<file path="src/rtl/tl_master_port_if.sv">
// TileLink-UL A/D channel bundle (64-bit data, 8-bit source/sink) shared by
// initiators and targets; the master modport drives A and d_ready.
interface tilelink;
    logic        a_valid;
    logic        a_ready;
    logic [2:0]  a_opcode;
    logic [2:0]  a_param;
    logic [2:0]  a_size;
    logic [7:0]  a_source;
    logic [63:0] a_address;
    logic [7:0]  a_mask;
    logic [63:0] a_data;
    logic        a_corrupt;

    logic        d_valid;
    logic        d_ready;
    logic [2:0]  d_opcode;
    logic [1:0]  d_param;
    logic [2:0]  d_size;
    logic [7:0]  d_source;
    logic [7:0]  d_sink;
    logic        d_denied;
    logic [63:0] d_data;
    logic        d_corrupt;

    modport master (
        output a_valid, a_opcode, a_param, a_size, a_source, a_address, a_mask, a_data,
               a_corrupt, d_ready,
        input  a_ready, d_valid, d_opcode, d_param, d_size, d_source, d_sink, d_denied,
               d_data, d_corrupt
    );

    modport slave (
        input  a_valid, a_opcode, a_param, a_size, a_source, a_address, a_mask, a_data,
               a_corrupt, d_ready,
        output a_ready, d_valid, d_opcode, d_param, d_size, d_source, d_sink, d_denied,
               d_data, d_corrupt
    );
endinterface

</file>
<file path="src/rtl/tl_master_port.sv">
// Single-outstanding TileLink initiator: one core request -> one A beat -> one extended result.
// Optional response watchdog enabled by defining TL_TIMEOUT_EN.
module tl_master_port #(
    parameter int unsigned SOURCE_ID      = 0,
    parameter int unsigned TIMEOUT_CYCLES = 256
) (
    input  logic        i_clk,
    input  logic        i_rst_n,
    input  logic        i_req_valid,
    output logic        o_req_ready,
    input  logic [1:0]  i_req_op,
    input  logic [2:0]  i_req_param,
    input  logic [2:0]  i_req_size,
    input  logic        i_req_signed,
    input  logic [63:0] i_req_addr,
    input  logic [63:0] i_req_wdata,
    output logic        o_rsp_valid,
    output logic [63:0] o_rsp_data,
    output logic        o_rsp_error,
    tilelink.master     bus
);

    localparam logic [2:0] TL_PUT_F      = 3'd0;
    localparam logic [2:0] TL_PUT_P      = 3'd1;
    localparam logic [2:0] TL_ARITH_DATA = 3'd2;
    localparam logic [2:0] TL_LOGIC_DATA = 3'd3;
    localparam logic [2:0] TL_GET        = 3'd4;
    localparam logic [7:0] SRC_ID        = SOURCE_ID[7:0];

    typedef enum logic [1:0] {StIdle, StReq, StWait, StRsp} state_e;

    state_e      r_state;
    state_e      w_state_d;
    logic        w_accept;
    logic        w_d_take;
    logic        w_d_match;
    logic        w_timeout;
    logic        w_timeout_fire;
    logic [2:0]  w_opcode;
    logic [2:0]  w_param;
    logic [7:0]  w_mask;

    logic [2:0]  r_a_opcode;
    logic [2:0]  r_a_param;
    logic [2:0]  r_a_size;
    logic [63:0] r_a_address;
    logic [7:0]  r_a_mask;
    logic [63:0] r_a_data;
    logic        r_is_store;
    logic        r_signed;
    logic        r_d_ready;
    logic [63:0] r_rsp_data;

    // Truncate to the access width, then sign- or zero-extend back to 64 bits.
    function automatic logic [63:0] f_extend(input logic [63:0] d, input logic [1:0] sz,
                                             input logic sgn);
        logic [63:0] res;
        res = d;
        unique case (sz)
            2'd0: res = sgn ? {{56{d[7]}}, d[7:0]}   : {56'd0, d[7:0]};
            2'd1: res = sgn ? {{48{d[15]}}, d[15:0]} : {48'd0, d[15:0]};
            2'd2: res = sgn ? {{32{d[31]}}, d[31:0]} : {32'd0, d[31:0]};
            2'd3: res = d;
            default: res = d;
        endcase
        return res;
    endfunction

    always_comb begin
        w_opcode = TL_GET;
        w_param  = 3'd0;
        unique case (i_req_op)
            2'd0: w_opcode = TL_GET;
            2'd1: w_opcode = (i_req_size == 3'd3) ? TL_PUT_F : TL_PUT_P;
            2'd2: begin
                w_opcode = TL_ARITH_DATA;
                w_param  = i_req_param;
            end
            2'd3: begin
                w_opcode = TL_LOGIC_DATA;
                w_param  = i_req_param;
            end
            default: w_opcode = TL_GET;
        endcase
    end

    always_comb begin
        w_mask = 8'h01;
        unique case (i_req_size[1:0])
            2'd0: w_mask = 8'h01;
            2'd1: w_mask = 8'h03;
            2'd2: w_mask = 8'h0F;
            2'd3: w_mask = 8'hFF;
            default: w_mask = 8'h01;
        endcase
    end

    assign w_d_match = bus.d_valid && (bus.d_source == SRC_ID);

    always_comb begin
        w_state_d      = r_state;
        w_accept       = 1'b0;
        w_d_take       = 1'b0;
        w_timeout_fire = 1'b0;
        unique case (r_state)
            StIdle: begin
                if (i_req_valid) begin
                    w_accept  = 1'b1;
                    w_state_d = StReq;
                end
            end
            StReq: begin
                if (bus.a_ready) w_state_d = StWait;
            end
            StWait: begin
                if (w_d_match) begin
                    w_d_take  = 1'b1;
                    w_state_d = StRsp;
                end else if (w_timeout) begin
                    w_timeout_fire = 1'b1;
                    w_state_d      = StRsp;
                end
            end
            StRsp: w_state_d = StIdle;
            default: w_state_d = StIdle;
        endcase
    end

    always_ff @(posedge i_clk or negedge i_rst_n) begin
        if (!i_rst_n) begin
            r_state     <= StIdle;
            r_a_opcode  <= 3'd0;
            r_a_param   <= 3'd0;
            r_a_size    <= 3'd0;
            r_a_address <= 64'd0;
            r_a_mask    <= 8'd0;
            r_a_data    <= 64'd0;
            r_is_store  <= 1'b0;
            r_signed    <= 1'b0;
            r_d_ready   <= 1'b0;
            r_rsp_data  <= 64'd0;
        end else begin
            r_state   <= w_state_d;
            r_d_ready <= 1'b1;
            if (w_accept) begin
                r_a_opcode  <= w_opcode;
                r_a_param   <= w_param;
                r_a_size    <= i_req_size;
                r_a_address <= i_req_addr;
                r_a_mask    <= w_mask;
                r_a_data    <= i_req_wdata;
                r_is_store  <= (i_req_op == 2'd1);
                r_signed    <= i_req_signed;
                // Cleared here so a timed-out request reports zero data.
                r_rsp_data  <= 64'd0;
            end
            if (w_d_take) begin
                r_rsp_data <= r_is_store ? 64'd0 : f_extend(bus.d_data, r_a_size[1:0], r_signed);
            end
        end
    end

`ifdef TL_TIMEOUT_EN
    logic [15:0] r_wait_cnt;
    logic [15:0] w_wait_cnt_inc;
    logic        r_rsp_error;

    assign w_wait_cnt_inc = r_wait_cnt + 16'd1;
    assign w_timeout      = ({16'd0, w_wait_cnt_inc} == TIMEOUT_CYCLES);

    always_ff @(posedge i_clk or negedge i_rst_n) begin
        if (!i_rst_n) begin
            r_wait_cnt  <= 16'd0;
            r_rsp_error <= 1'b0;
        end else begin
            r_wait_cnt <= (r_state == StWait) ? w_wait_cnt_inc : 16'd0;
            if (w_accept) begin
                r_rsp_error <= 1'b0;
            end else if (w_timeout_fire) begin
                r_rsp_error <= 1'b1;
            end
        end
    end

    assign o_rsp_error = r_rsp_error;
`else
    logic [31:0] w_unused_timeout;
    logic        w_unused_fire;

    assign w_timeout        = 1'b0;
    assign w_unused_timeout = TIMEOUT_CYCLES;
    assign w_unused_fire    = w_timeout_fire;
    assign o_rsp_error      = 1'b0;
`endif

    logic w_unused_d;
    assign w_unused_d = ^{bus.d_opcode, bus.d_param, bus.d_size, bus.d_sink, bus.d_denied,
                          bus.d_corrupt};

    assign o_req_ready   = (r_state == StIdle);
    assign o_rsp_valid   = (r_state == StRsp);
    assign o_rsp_data    = r_rsp_data;

    assign bus.a_valid   = (r_state == StReq);
    assign bus.a_opcode  = r_a_opcode;
    assign bus.a_param   = r_a_param;
    assign bus.a_size    = r_a_size;
    assign bus.a_source  = SRC_ID;
    assign bus.a_address = r_a_address;
    assign bus.a_mask    = r_a_mask;
    assign bus.a_data    = r_a_data;
    assign bus.a_corrupt = 1'b0;
    assign bus.d_ready   = r_d_ready;

endmodule

</file>
<file path="src/flat_wrapper.sv">
// flat-port wrapper written by rule: the top's interface ports become plain ports
module tl_master_port_flat 
#(
    parameter int unsigned SOURCE_ID      = 0,
    parameter int unsigned TIMEOUT_CYCLES = 256
)
  (i_clk, i_rst_n, i_req_valid, o_req_ready, i_req_op, i_req_param, i_req_size, i_req_signed, i_req_addr, i_req_wdata, o_rsp_valid, o_rsp_data, o_rsp_error, bus_a_valid, bus_a_opcode, bus_a_param, bus_a_size, bus_a_source, bus_a_address, bus_a_mask, bus_a_data, bus_a_corrupt, bus_d_ready, bus_a_ready, bus_d_valid, bus_d_opcode, bus_d_param, bus_d_size, bus_d_source, bus_d_sink, bus_d_denied, bus_d_data, bus_d_corrupt);
  tilelink bus_i ();
  input  logic i_clk;
  input  logic i_rst_n;
  input  logic i_req_valid;
  output logic o_req_ready;
  input  logic [1:0] i_req_op;
  input  logic [2:0] i_req_param;
  input  logic [2:0] i_req_size;
  input  logic i_req_signed;
  input  logic [63:0] i_req_addr;
  input  logic [63:0] i_req_wdata;
  output logic o_rsp_valid;
  output logic [63:0] o_rsp_data;
  output logic o_rsp_error;
  output wire logic [$bits(bus_i.a_valid)-1:0] bus_a_valid;
  output wire logic [$bits(bus_i.a_opcode)-1:0] bus_a_opcode;
  output wire logic [$bits(bus_i.a_param)-1:0] bus_a_param;
  output wire logic [$bits(bus_i.a_size)-1:0] bus_a_size;
  output wire logic [$bits(bus_i.a_source)-1:0] bus_a_source;
  output wire logic [$bits(bus_i.a_address)-1:0] bus_a_address;
  output wire logic [$bits(bus_i.a_mask)-1:0] bus_a_mask;
  output wire logic [$bits(bus_i.a_data)-1:0] bus_a_data;
  output wire logic [$bits(bus_i.a_corrupt)-1:0] bus_a_corrupt;
  output wire logic [$bits(bus_i.d_ready)-1:0] bus_d_ready;
  input wire logic [$bits(bus_i.a_ready)-1:0] bus_a_ready;
  input wire logic [$bits(bus_i.d_valid)-1:0] bus_d_valid;
  input wire logic [$bits(bus_i.d_opcode)-1:0] bus_d_opcode;
  input wire logic [$bits(bus_i.d_param)-1:0] bus_d_param;
  input wire logic [$bits(bus_i.d_size)-1:0] bus_d_size;
  input wire logic [$bits(bus_i.d_source)-1:0] bus_d_source;
  input wire logic [$bits(bus_i.d_sink)-1:0] bus_d_sink;
  input wire logic [$bits(bus_i.d_denied)-1:0] bus_d_denied;
  input wire logic [$bits(bus_i.d_data)-1:0] bus_d_data;
  input wire logic [$bits(bus_i.d_corrupt)-1:0] bus_d_corrupt;
  assign bus_a_valid = bus_i.a_valid;
  assign bus_a_opcode = bus_i.a_opcode;
  assign bus_a_param = bus_i.a_param;
  assign bus_a_size = bus_i.a_size;
  assign bus_a_source = bus_i.a_source;
  assign bus_a_address = bus_i.a_address;
  assign bus_a_mask = bus_i.a_mask;
  assign bus_a_data = bus_i.a_data;
  assign bus_a_corrupt = bus_i.a_corrupt;
  assign bus_d_ready = bus_i.d_ready;
  assign bus_i.a_ready = bus_a_ready;
  assign bus_i.d_valid = bus_d_valid;
  assign bus_i.d_opcode = bus_d_opcode;
  assign bus_i.d_param = bus_d_param;
  assign bus_i.d_size = bus_d_size;
  assign bus_i.d_source = bus_d_source;
  assign bus_i.d_sink = bus_d_sink;
  assign bus_i.d_denied = bus_d_denied;
  assign bus_i.d_data = bus_d_data;
  assign bus_i.d_corrupt = bus_d_corrupt;
  tl_master_port #(.SOURCE_ID(SOURCE_ID), .TIMEOUT_CYCLES(TIMEOUT_CYCLES)) u_core (.i_clk(i_clk), .i_rst_n(i_rst_n), .i_req_valid(i_req_valid), .o_req_ready(o_req_ready), .i_req_op(i_req_op), .i_req_param(i_req_param), .i_req_size(i_req_size), .i_req_signed(i_req_signed), .i_req_addr(i_req_addr), .i_req_wdata(i_req_wdata), .o_rsp_valid(o_rsp_valid), .o_rsp_data(o_rsp_data), .o_rsp_error(o_rsp_error), .bus(bus_i));
endmodule
</file>
<file path="config.mk">
export PLATFORM = sky130hd
export DESIGN_NAME = tl_master_port_flat
export DESIGN_NICKNAME = d
export VERILOG_FILES = /design/src/rtl/tl_master_port_if.sv /design/src/rtl/tl_master_port.sv /design/src/flat_wrapper.sv
export SDC_FILE = /design/constraint.sdc
export NUM_CORES = 1
export LEC_CHECK = 0
export BUFFER_PORTS_ARGS = -buffer_cell sky130_fd_sc_hd__buf_2
export CAP_MARGIN = 20
export CORE_AREA = 2 2 177 179
export CTS_BUF_LIST = sky130_fd_sc_hd__clkbuf_8
export CTS_CLUSTER_SIZE = 12
export DETAILED_ROUTE_END_ITERATION = 10
export DIE_AREA = 0 0 179 181
export GPL_ROUTABILITY_DRIVEN = 0
export GPL_TIMING_DRIVEN = 0
export PLACE_DENSITY = 0.59
export SLEW_MARGIN = 10
export SYNTH_ARGS = -nofsm -noshare
export SYNTH_HDL_FRONTEND = slang
export SYNTH_SLANG_ARGS = --single-unit
</file>
<file path="constraint.sdc">
create_clock -name i_clk -period 2.4 [get_ports i_clk]
set_clock_uncertainty 0.1 [all_clocks]
set_input_delay 0.24 -clock i_clk [delete_from_list [all_inputs] [get_ports i_clk]]
set_output_delay 0.24 -clock i_clk [all_outputs]
set_load 0.005 [all_outputs]
</file>
==> impl_metrics.env <==
export IMPL_synth_simple_area_share_pct=6.34
export IMPL_insertion_delay_ns=0.53
export IMPL_finalSetupViolations=0
export IMPL_grt_pass1_wl_mm=44.8
export IMPL_crit_fanout=10
export IMPL_syn_cell_area_um2=8560
export IMPL_num_rows=64
export IMPL_maxCapViolations=0
export IMPL_total_power_mw=14.5
export IMPL_routed_via_density=4.40
export IMPL_port_buffers=426
export IMPL_min_delay_path_class="in -> reg"
export IMPL_firstDrtPassIters=6
export IMPL_ioPinCount=455
export IMPL_outcome="finished clean"
export IMPL_fmax_ghz=0.460
export IMPL_nNetsFinal=1563
export IMPL_syn2layout_area_growth_pct=66.1
export IMPL_async_flop_share_pct=100
export IMPL_die_h_um=181
export IMPL_synth_compound_gate_area_share_pct=10.2
export IMPL_clk_pin_slew_ns=0.06
export IMPL_htreeDepth=2
export IMPL_synth_top_family_by_area="multiplexers"
export IMPL_period_needed_ns=2.17
export IMPL_synth_mux_area_share_pct=17.6
export IMPL_cts_tree="built"
export IMPL_die_area_um2=32400
export IMPL_ys_seq_elements=210
export IMPL_fin_hold_ws_ns=0.0488
export IMPL_peakVddDrop_uv=596
export IMPL_grt_pass1_vias=8246
export IMPL_required_ns=2.70
export IMPL_wl_per_cell_um=16.8
export IMPL_pre_cts_ws_ns=-0.531
export IMPL_finalNonFillerCells=1754
export IMPL_drive_above_1_share_pct=49.5
export IMPL_synth_edf_count=0
export IMPL_final_max_slew_viol_count=0
export IMPL_worstSetupStartpointType="flop"
export IMPL_ys_warn_count=0
export IMPL_coreArea_um2=30300
export IMPL_p_leak_nw=7.17
export IMPL_cts_buffers=40
export IMPL_synthXorXnorAreaFrac_pct=0
export IMPL_grt_antenna_before_repair=1
export IMPL_wirelength_mm=29.4
export IMPL_post_cts_setup_buffers=0
export IMPL_synth_fa_ha_area_share_pct=0.731
export IMPL_die_w_um=179
export IMPL_grt_usage_pct=17.7
export IMPL_max_slew_margin_pct=56.9
export IMPL_drc=0
export IMPL_ant_nets=0
export IMPL_grt_setup_unrepaired="false"
export IMPL_hold_viol=0
export IMPL_final_util_pct=46.9
export IMPL_placed_cells=1475
export IMPL_grt_max_degree=101
export IMPL_synth_cells=642
export IMPL_worst_slack_ns=0.228
export IMPL_crit_arrival_ns=2.47
export IMPL_grt_overflow=0
export IMPL_start_util_pct=28.2
export IMPL_num_vias=7726
export IMPL_ys_seq_area_share_pct=61.4
export IMPL_tightest_slew_ns=0.647
export IMPL_drt_iter0_drc=233
export IMPL_synthFlopType="dfrtp_1"
export IMPL_dp_hpwl_mm=20.0
export IMPL_cts_sinks=210
export IMPL_fin_crit_sh_pct=90.5
export IMPL_cp_end_kind="flop"
export IMPL_root_buffer="clkbuf_8"
export IMPL_path_class="reg -> reg"
export IMPL_synth_distinct_cells=32
export IMPL_p_per_area_nw_per_um2=1020
export IMPL_avgSynthCellArea_um2=13.3
export IMPL_clock_path_buffers=3
==> worst max-delay path: stages, from the launching register on <==
cell,delay [ns]
dfrtp_1,0.40
inv_1,0.10
ha_1,0.26
nand2_2,0.19
clkbuf_4,0.28
clkbuf_2,0.32
mux2_2,0.38
==> flip-flops by register name, summed over array words and instances, names as in the netlist <==
signal / count
u_core.bus.a_address: 64
u_core.bus.a_data: 64
u_core.bus.a_mask: 4
u_core.bus.a_opcode: 3
u_core.bus.a_param: 3
u_core.bus.a_size: 3
u_core.bus.d_ready: 1
u_core.o_rsp_data: 64
u_core.r_is_store: 1
u_core.r_signed: 1
u_core.r_state: 2
==> worst paths after layout <==
check                                           start                        to  slack, ns  depth (start not counted)
worst min register to register  u_core.bus.a_param[1]     u_core.bus.a_param[1]       0.37                          2
max in group asynchronous                     i_rst_n     u_core.bus.a_param[2]       1.12                          3
worst max register to register      u_core.r_state[0]  u_core.bus.a_address[50]       0.23                          6
worst min-delay path                  bus_d_source[7]      u_core.o_rsp_data[9]       0.05                          4
worst max-delay path                u_core.r_state[0]  u_core.bus.a_address[50]       0.23                          6
min in group asynchronous                     i_rst_n  u_core.bus.a_address[11]       0.21                          3
==> report_power, final <==
part           internal (mW)  switching (mW)
registers               4.80           0.673
clock network           2.08            1.55
logic                   2.83            2.53
total                   9.71            4.75
==> cell usage after synthesis (all sizes together) (4+ instances only) <==
| cell type | number | area [um^2] |
|---|---|---|
| dfrtp | 210 | 5260 |
| mux2 | 134 | 1510 |
| nand2 | 49 | 184 |
| a21oi | 43 | 215 |
| clkbuf | 35 | 131 |
| a22o | 32 | 280 |
| buf | 26 | 166 |
| nor2b | 19 | 119 |
| nand3 | 18 | 90.1 |
| o21ai | 16 | 80.1 |
| o2bb2ai | 16 | 203 |
| nand2b | 10 | 62.6 |
| o31ai | 10 | 75.1 |
| ha | 5 | 62.6 |
| inv | 4 | 15.0 |
==> layout make-up <==
cell class / count / area [um^2]
Antenna cell: 1 / 2.50
Buffer: 61 / 317
Clock buffer: 53 / 729
Clock inverter: 20 / 115
Fill cell: 2752 / 16100
Inverter: 4 / 15.0
Multi-Input combinational cell: 376 / 3040
Sequential cell: 210 / 5260
Tap cell: 396 / 495
Timing Repair Buffer: 633 / 4250
==> kinds of logic (layout without fill, tap and decap cells) <==
kind of cell / after synthesis / after routing
muxes: 134 / 134
other: 2 / 12
DFF: 210 / 210
AOI/OAI and AO/OA: 119 / 119
buffers and inverters: 65 / 771
and+or+nand+nor: 107 / 107
adders and majority gates: 5 / 5
==> cell usage in the layout, fill, tap and decap left out, types with 5 or more instances in the layout <==
cell type,n
buf_2,433
dfrtp_1,210
dlygate4sd3_1,205
mux2_2,134
clkbuf_8,53
nand2_1,48
a21oi_1,43
a22o_1,32
clkbuf_1,23
nor2b_1,19
inv_1,18
nand3_1,18
o21ai_0,15
buf_4,14
clkbuf_2,11
conb_1,11
o2bb2ai_2,10
o31ai_1,10
nand2b_1,10
o2bb2ai_1,6
ha_1,5
==> repair_timing <==
action,CTS,global route
setup endpoints to repair,122,20
gates resized for setup,15,2
hold endpoints to repair,416,0
hold buffers,205,0
==> per-stage QoR <==
stage / setup TNS (ns) / cell area (um^2)
2_1_floorplan: 0 / 8590
3_3_place_gp: -621.75 / 11200
3_5_place_dp: -50.93 / 11300
4_1_cts: 0 / 14200
5_1_grt: 0 / 14200
6_report: 0 / 14200
==> metal layers <==
metal | up-vias | global-route usage [%] | share of wire (%)
li1 | 3623 | - | -
met1 | 3699 | 20.0 | 39
met2 | 331 | 31.0 | 50
met3 | 73 | 5.13 | 8.1
met4 | 0 | 6.67 | 3.4
met5 | - | 0 | 0
Power figures use the tool's default switching activity.
